[src/rtl/sim_run_ctrl.sv]
// Run controller for CPU simulation benches: core reset/halt, cycle budget, tohost exit detection.
// Optional hang detector on a frozen IADDR is enabled with SIM_RUN_CTRL_STALL_DET_EN.
module sim_run_ctrl #(
    parameter int          RST_CYCLES   = 2,
    parameter int          MAX_CYCLES   = 100,
    parameter logic [31:0] TOHOST_ADDR  = 32'h0000_1000,
    parameter int          CW           = 32,
    parameter int          STALL_CYCLES = 16
) (
    input  logic          CLK,
    input  logic          RESN,
    input  logic [31:0]   IADDR,
    input  logic [31:0]   DADDR,
    input  logic [31:0]   DATAO,
    input  logic          WR,
    input  logic [3:0]    BE,
    output logic          CPU_RES,
    output logic          HLT,
    output logic          DONE,
    output logic          PASS,
    output logic          FAIL,
    output logic          TIMEOUT,
    output logic [30:0]   EXIT_CODE,
    output logic [CW-1:0] CYCLES
);

    localparam logic [1:0] S_HOLD = 2'd0;
    localparam logic [1:0] S_RUN  = 2'd1;
    localparam logic [1:0] S_DONE = 2'd2;

    localparam int HW = $clog2(RST_CYCLES + 1);

    logic [1:0]    state;
    logic [HW-1:0] hold_cnt;
    logic          exit_hit;
    logic          stall_hit;
    logic          tmo_hit;

    // Stores with bit0 clear or partial byte enables are heartbeats, not exits.
    assign exit_hit = WR && (DADDR == TOHOST_ADDR) && (BE == 4'hF) && DATAO[0];
    assign tmo_hit  = (CYCLES == CW'(MAX_CYCLES - 1));
    assign HLT      = (state == S_DONE);

`ifdef SIM_RUN_CTRL_STALL_DET_EN
    localparam int SW = $clog2(STALL_CYCLES + 1);

    logic [31:0]   iaddr_q;
    logic [SW-1:0] stall_cnt;

    assign stall_hit = (state == S_RUN) && (IADDR == iaddr_q) &&
                       (stall_cnt == SW'(STALL_CYCLES - 1));

    always_ff @(posedge CLK) begin
        if (!RESN) begin
            iaddr_q   <= '0;
            stall_cnt <= '0;
        end else begin
            iaddr_q <= IADDR;
            if (state != S_RUN)
                stall_cnt <= '0;
            else if (IADDR == iaddr_q)
                stall_cnt <= stall_cnt + SW'(1);
            else
                stall_cnt <= '0;
        end
    end
`else
    logic unused_stall;

    assign stall_hit    = 1'b0;
    assign unused_stall = ^{IADDR, 32'(STALL_CYCLES)};
`endif

    always_ff @(posedge CLK) begin
        if (!RESN) begin
            state     <= S_HOLD;
            hold_cnt  <= '0;
            CPU_RES   <= 1'b1;
            DONE      <= 1'b0;
            PASS      <= 1'b0;
            FAIL      <= 1'b0;
            TIMEOUT   <= 1'b0;
            EXIT_CODE <= '0;
            CYCLES    <= '0;
        end else begin
            case (state)
                S_HOLD: begin
                    hold_cnt <= hold_cnt + HW'(1);
                    if (hold_cnt == HW'(RST_CYCLES - 1)) begin
                        state   <= S_RUN;
                        CPU_RES <= 1'b0;
                    end
                end
                S_RUN: begin
                    if (CYCLES != '1)
                        CYCLES <= CYCLES + CW'(1);
                    // Exit beats stall beats timeout when they land on the same edge.
                    if (exit_hit) begin
                        EXIT_CODE <= DATAO[31:1];
                        DONE      <= 1'b1;
                        PASS      <= (DATAO[31:1] == 31'd0);
                        FAIL      <= (DATAO[31:1] != 31'd0);
                        state     <= S_DONE;
                    end else if (stall_hit) begin
                        EXIT_CODE <= 31'h7FFF_FFFF;
                        DONE      <= 1'b1;
                        FAIL      <= 1'b1;
                        state     <= S_DONE;
                    end else if (tmo_hit) begin
                        TIMEOUT   <= 1'b1;
                        DONE      <= 1'b1;
                        state     <= S_DONE;
                    end
                end
                default: ;
            endcase
        end
    end

endmodule

[config.mk]
export PLATFORM = sky130hd
export DESIGN_NAME = sim_run_ctrl
export DESIGN_NICKNAME = d
export VERILOG_FILES = /design/src/rtl/sim_run_ctrl.sv
export SDC_FILE = /design/constraint.sdc
export NUM_CORES = 1
export LEC_CHECK = 0
export ABC_AREA = 1
export CORE_ASPECT_RATIO = 1.2
export CORE_MARGIN = 3
export CORE_UTILIZATION = 46
export DETAILED_ROUTE_END_ITERATION = 10
export PLACE_DENSITY = 0.94
export SLEW_MARGIN = 20
export SYNTH_ARGS = -nofsm -noshare
export SYNTH_HDL_FRONTEND = slang
export SYNTH_SLANG_ARGS = --single-unit
export TNS_END_PERCENT = 30
[constraint.sdc]
create_clock -name CLK -period 4.05 [get_ports CLK]
set_clock_uncertainty 0.2 [all_clocks]
set_input_delay 0.81 -clock CLK [delete_from_list [all_inputs] [get_ports CLK]]
set_output_delay 0.81 -clock CLK [all_outputs]
set_load 0.02 [all_outputs]
==> out/summary.json <==
{
  "globalRouteMet2Util": {"value": 46.82, "unit": "%"},
  "max_slew.worst_pin.slew": {"value": 1.067, "unit": "ns"},
  "swShare": {"value": 28.56, "unit": "%"},
  "critical_path.cell_chain": {"value": "clkdlybuf4s50_1 -> buf_4 -> inv_1 -> buf_4 -> nor2_1"},
  "finalSetupViolations": {"value": 0},
  "cp_data_required_time": {"value": 4.09, "unit": "ns"},
  "netsw": {"value": 0.4184, "unit": "mW"},
  "critPathMostFrequentCell": {"value": "sky130_fd_sc_hd__buf_4"},
  "drt_pre_antenna_iters": {"value": 6},
  "synth.top_cells.by_area": {"value": "sky130_fd_sc_hd__dfxtp_1 (36%), sky130_fd_sc_hd__nand2_1 (16%), sky130_fd_sc_hd__nor2_1 (15%), sky130_fd_sc_hd__a21oi_1 (6.8%), sky130_fd_sc_hd__o21bai_1 (6.2%)"},
  "internal_power": {"value": 1.046, "unit": "mW"},
  "max_slew_headroom": {"value": 28.80, "unit": "%"},
  "drv_cap": {"value": 0},
  "synth_edf_count": {"value": 0},
  "post_cts.resized_instances": {"value": 0},
  "arrival": {"value": 2.60, "unit": "ns"},
  "run_status": {"value": "finished, final reports clean"},
  "timing.critical_path.slowest_stage_cell": {"value": "sky130_fd_sc_hd__inv_1"},
  "drv_slew": {"value": 0},
  "critical_path_class": {"value": "primary input to flip-flop"},
  "crit_path_max_fanout": {"value": 37},
  "start_util": {"value": 48.23, "unit": "%"},
  "diodes_inserted": {"value": 0},
  "cts_root_buffer": {"value": "sky130_fd_sc_hd__clkbuf_8"},
  "synthMostInstantiatedCell": {"value": "sky130_fd_sc_hd__nand2_1"},
  "hold_viol": {"value": 0},
  "syn-num-nets": {"value": 738},
  "cts_max_path_buffers": {"value": 2},
  "final_layout_size_suffix_gt1_share": {"value": 4.663, "unit": "%"},
  "end_kind": {"value": "flip-flop"},
  "p_seq_share": {"value": 50.0, "unit": "%"},
  "postPlaceCellArea": {"value": 5451, "unit": "µm²"},
  "gr-total-overflow": {"value": 0},
  "hold_path_class": {"value": "flip-flop to flip-flop"},
  "final_antenna_net_count": {"value": 0},
  "ios": {"value": 172},
  "clk_pin_slew_worst_paths": {"value": 0.08, "unit": "ns"},
  "power_density_relative_to_cell_area": {"value": 260.8, "unit": "nW/µm²"},
  "synthesis.area_per_instance": {"value": 6.315, "unit": "µm²"},
  "layout_min_cycle_time": {"value": 2.561, "unit": "ns"},
  "whs_path_depth": {"value": 2},
  "finalCritPeriodShare": {"value": 63.22, "unit": "%"},
  "cts_num_sinks": {"value": 72},
  "cts_inserted_buffers": {"value": 9},
  "unrepaired_setup_endpoints_after_global_routing": {"value": "no"},
  "floorplan.rows": {"value": 36},
  "number_of_storage_elements_in_the_synthesis_netlist": {"value": 72},
  "worst_r2r_path_depth": {"value": 12},
  "gr-usage-met1": {"value": 25.42, "unit": "%"},
  "post_synth_inst_count": {"value": 633},
  "postSynth.asyncResetShare": {"value": 0, "unit": "%"},
  "post_cts_hold_buffer_count": {"value": 0},
  "layout_area_growth_over_synthesis": {"value": 40.47, "unit": "%"},
  "chipHeight": {"value": 108.1, "unit": "µm"},
  "clockPowerShare": {"value": 33.6, "unit": "%"},
  "yosys-top-cells-count": {"value": "sky130_fd_sc_hd__nand2_1 (173), sky130_fd_sc_hd__nor2_1 (163), sky130_fd_sc_hd__dfxtp_1 (72)"},
  "post_cts.repair.setup_buffers": {"value": 0},
  "yosys.area.top_type": {"value": "sky130_fd_sc_hd__dfxtp_1"},
  "drt-wirelength-per-cell": {"value": 14.20, "unit": "µm"},
  "htree_num_levels": {"value": 3},
  "power.static_leakage": {"value": 1.966, "unit": "nW"},
  "gr-usage-all-layers": {"value": 25.34, "unit": "%"},
  "antenna_found_initial": {"value": 0},
  "die_area": {"value": 9850, "unit": "µm²"},
  "grt_max_degree": {"value": 39},
  "routability_congestion": {"value": 0.9127},
  "layout.nets": {"value": 872},
  "synth.distinct_cells": {"value": 27},
  "area_of_all_placed_cells_without_fillers": {"value": 5615, "unit": "µm²"},
  "share_of_total_power_in_combinational_logic": {"value": 16.4, "unit": "%"},
  "ys.warnings.count": {"value": 0},
  "vdd_ir_drop_max": {"value": 0.2501, "unit": "mV"},
  "core-area": {"value": 8288, "unit": "µm²"},
  "port_buffers": {"value": 139},
  "dp_hpwl": {"value": 9.713, "unit": "mm"},
  "totalNegativeSetupSlack": {"value": 0, "unit": "ns"},
  "totalWireLength": {"value": 12.58, "unit": "mm"},
  "grt_busiest_layer": {"value": "met2"},
  "globalRouteMet3Util": {"value": 8.281, "unit": "%"},
  "vias": {"value": 4593},
  "postLayoutCoreUtil": {"value": 67.75, "unit": "%"},
  "later_pin_clock_latency_in_the_skew_report": {"value": 0.35, "unit": "ns"},
  "grt_pass1_vias": {"value": 4543},
  "fmax": {"value": 0.3905, "unit": "GHz"},
  "fp.dieW": {"value": 91.10, "unit": "µm"},
  "worst_path_largest_cell_delay": {"value": 0.78, "unit": "ns"},
  "tritoncts": {"value": "yes"},
  "synth_sequential_area_ratio": {"value": 36.06, "unit": "%"},
  "global_route_wire_length_before_repair": {"value": 20.18, "unit": "mm"},
  "synth_top_area_share": {"value": 36.06, "unit": "%"},
  "synth_ff_type": {"value": "sky130_fd_sc_hd__dfxtp_1"},
  "synthesis.area": {"value": 3998, "unit": "µm²"},
  "cp-start-kind": {"value": "primary input"},
  "drc_errors": {"value": 0},
  "detailedRoute.firstIterationViolations": {"value": 276},
  "routed_via_density": {"value": 5.184}
}
==> registers in the layout, summed over array words and instances, names as in the netlist <==
| signal | count |
|---|---|
| PASS | 1 |
| FAIL | 1 |
| TIMEOUT | 1 |
| hold_cnt | 2 |
| CYCLES | 32 |
| CPU_RES | 1 |
| state | 2 |
| EXIT_CODE | 31 |
| DONE | 1 |
==> cell type report <==
cell class,instances,area (µm²)
clock inverters,6,36.28
inverters,36,135.1
well taps,114,142.6
fillers,721,2673
repair buffers,145,1436
multi-input cells,503,2296
flip-flops and latches,72,1441
clock buffers,10,127.6
==> routing by layer <==
layer / vias up / wire length [µm]
met1: 2075 / 4682
met3: 37 / 1091
li1: 2295 / -
met5: - / 0
met2: 186 / 6336
met4: 0 / 471
==> path summary, 6_finish.rpt <==
| kind | from | end | slack [ns] |
|---|---|---|---|
| hold / removal | CPU_RES | CPU_RES | 0.26 |
| hold reg to reg | CPU_RES | CPU_RES | 0.26 |
| setup / recovery | RESN | CYCLES[13] | 1.49 |
| setup reg to reg | CYCLES[1] | CYCLES[24] | 1.51 |
==> placed cells by master (no fill, tap or decap), types with 10 or more instances in the layout <==
cell and count:
sky130_fd_sc_hd__nand2_1 173, sky130_fd_sc_hd__nor3_1 10, sky130_fd_sc_hd__nand3_1 16, sky130_fd_sc_hd__clkdlybuf4s50_1 139, sky130_fd_sc_hd__dfxtp_1 72, sky130_fd_sc_hd__a21oi_1 54, sky130_fd_sc_hd__inv_1 35, sky130_fd_sc_hd__o21ai_0 10
sky130_fd_sc_hd__nor2_1 162, sky130_fd_sc_hd__o21bai_1 33
==> power groups by stage <==
| stage | Combinational [mW] | Sequential (mW) | Clock [mW] |
|---|---|---|---|
| after floorplan | 0.129 | 0.753 | 0 |
| after global placement | 0.230 | 0.747 | 0 |
| after detailed placement | 0.238 | 0.748 | 0 |
| after CTS | 0.239 | 0.732 | 0.501 |
| after global routing | 0.260 | 0.734 | 0.531 |
| final | 0.240 | 0.732 | 0.493 |
==> critical path: cells and delay by family <==
kind	cells	cell delay [ns]
buffers and inverters	4	1.71
AND/OR/NAND/NOR	1	0.07
==> kinds of logic (layout without fill, tap and decap cells) <==
kind of cell / count (synthesis) / in the layout / share of synthesized area, %
fa+ha+maj: 2 / 2 / 0.6259
xor+xnor: 9 / 9 / 1.972
simple gates: 390 / 390 / 39.59
flops: 72 / 72 / 36.06
buf+inv: 58 / 197 / 6.573
compound gates: 102 / 102 / 15.18
==> per-stage QoR <==
step	hold slack [ns]	instances	setup slack, ns	power (mW)
CTS	0.2671	886	1.513	1.472
finish	0.2609	886	1.489	1.465
global route	0.2961	886	1.272	1.526
detailed placement	0.2420	870	1.134	0.9865
global placement	0.2338	870	1.154	0.9770
floorplan	0.2693	633	1.994	0.8821
(Power assumes the default switching activity.)
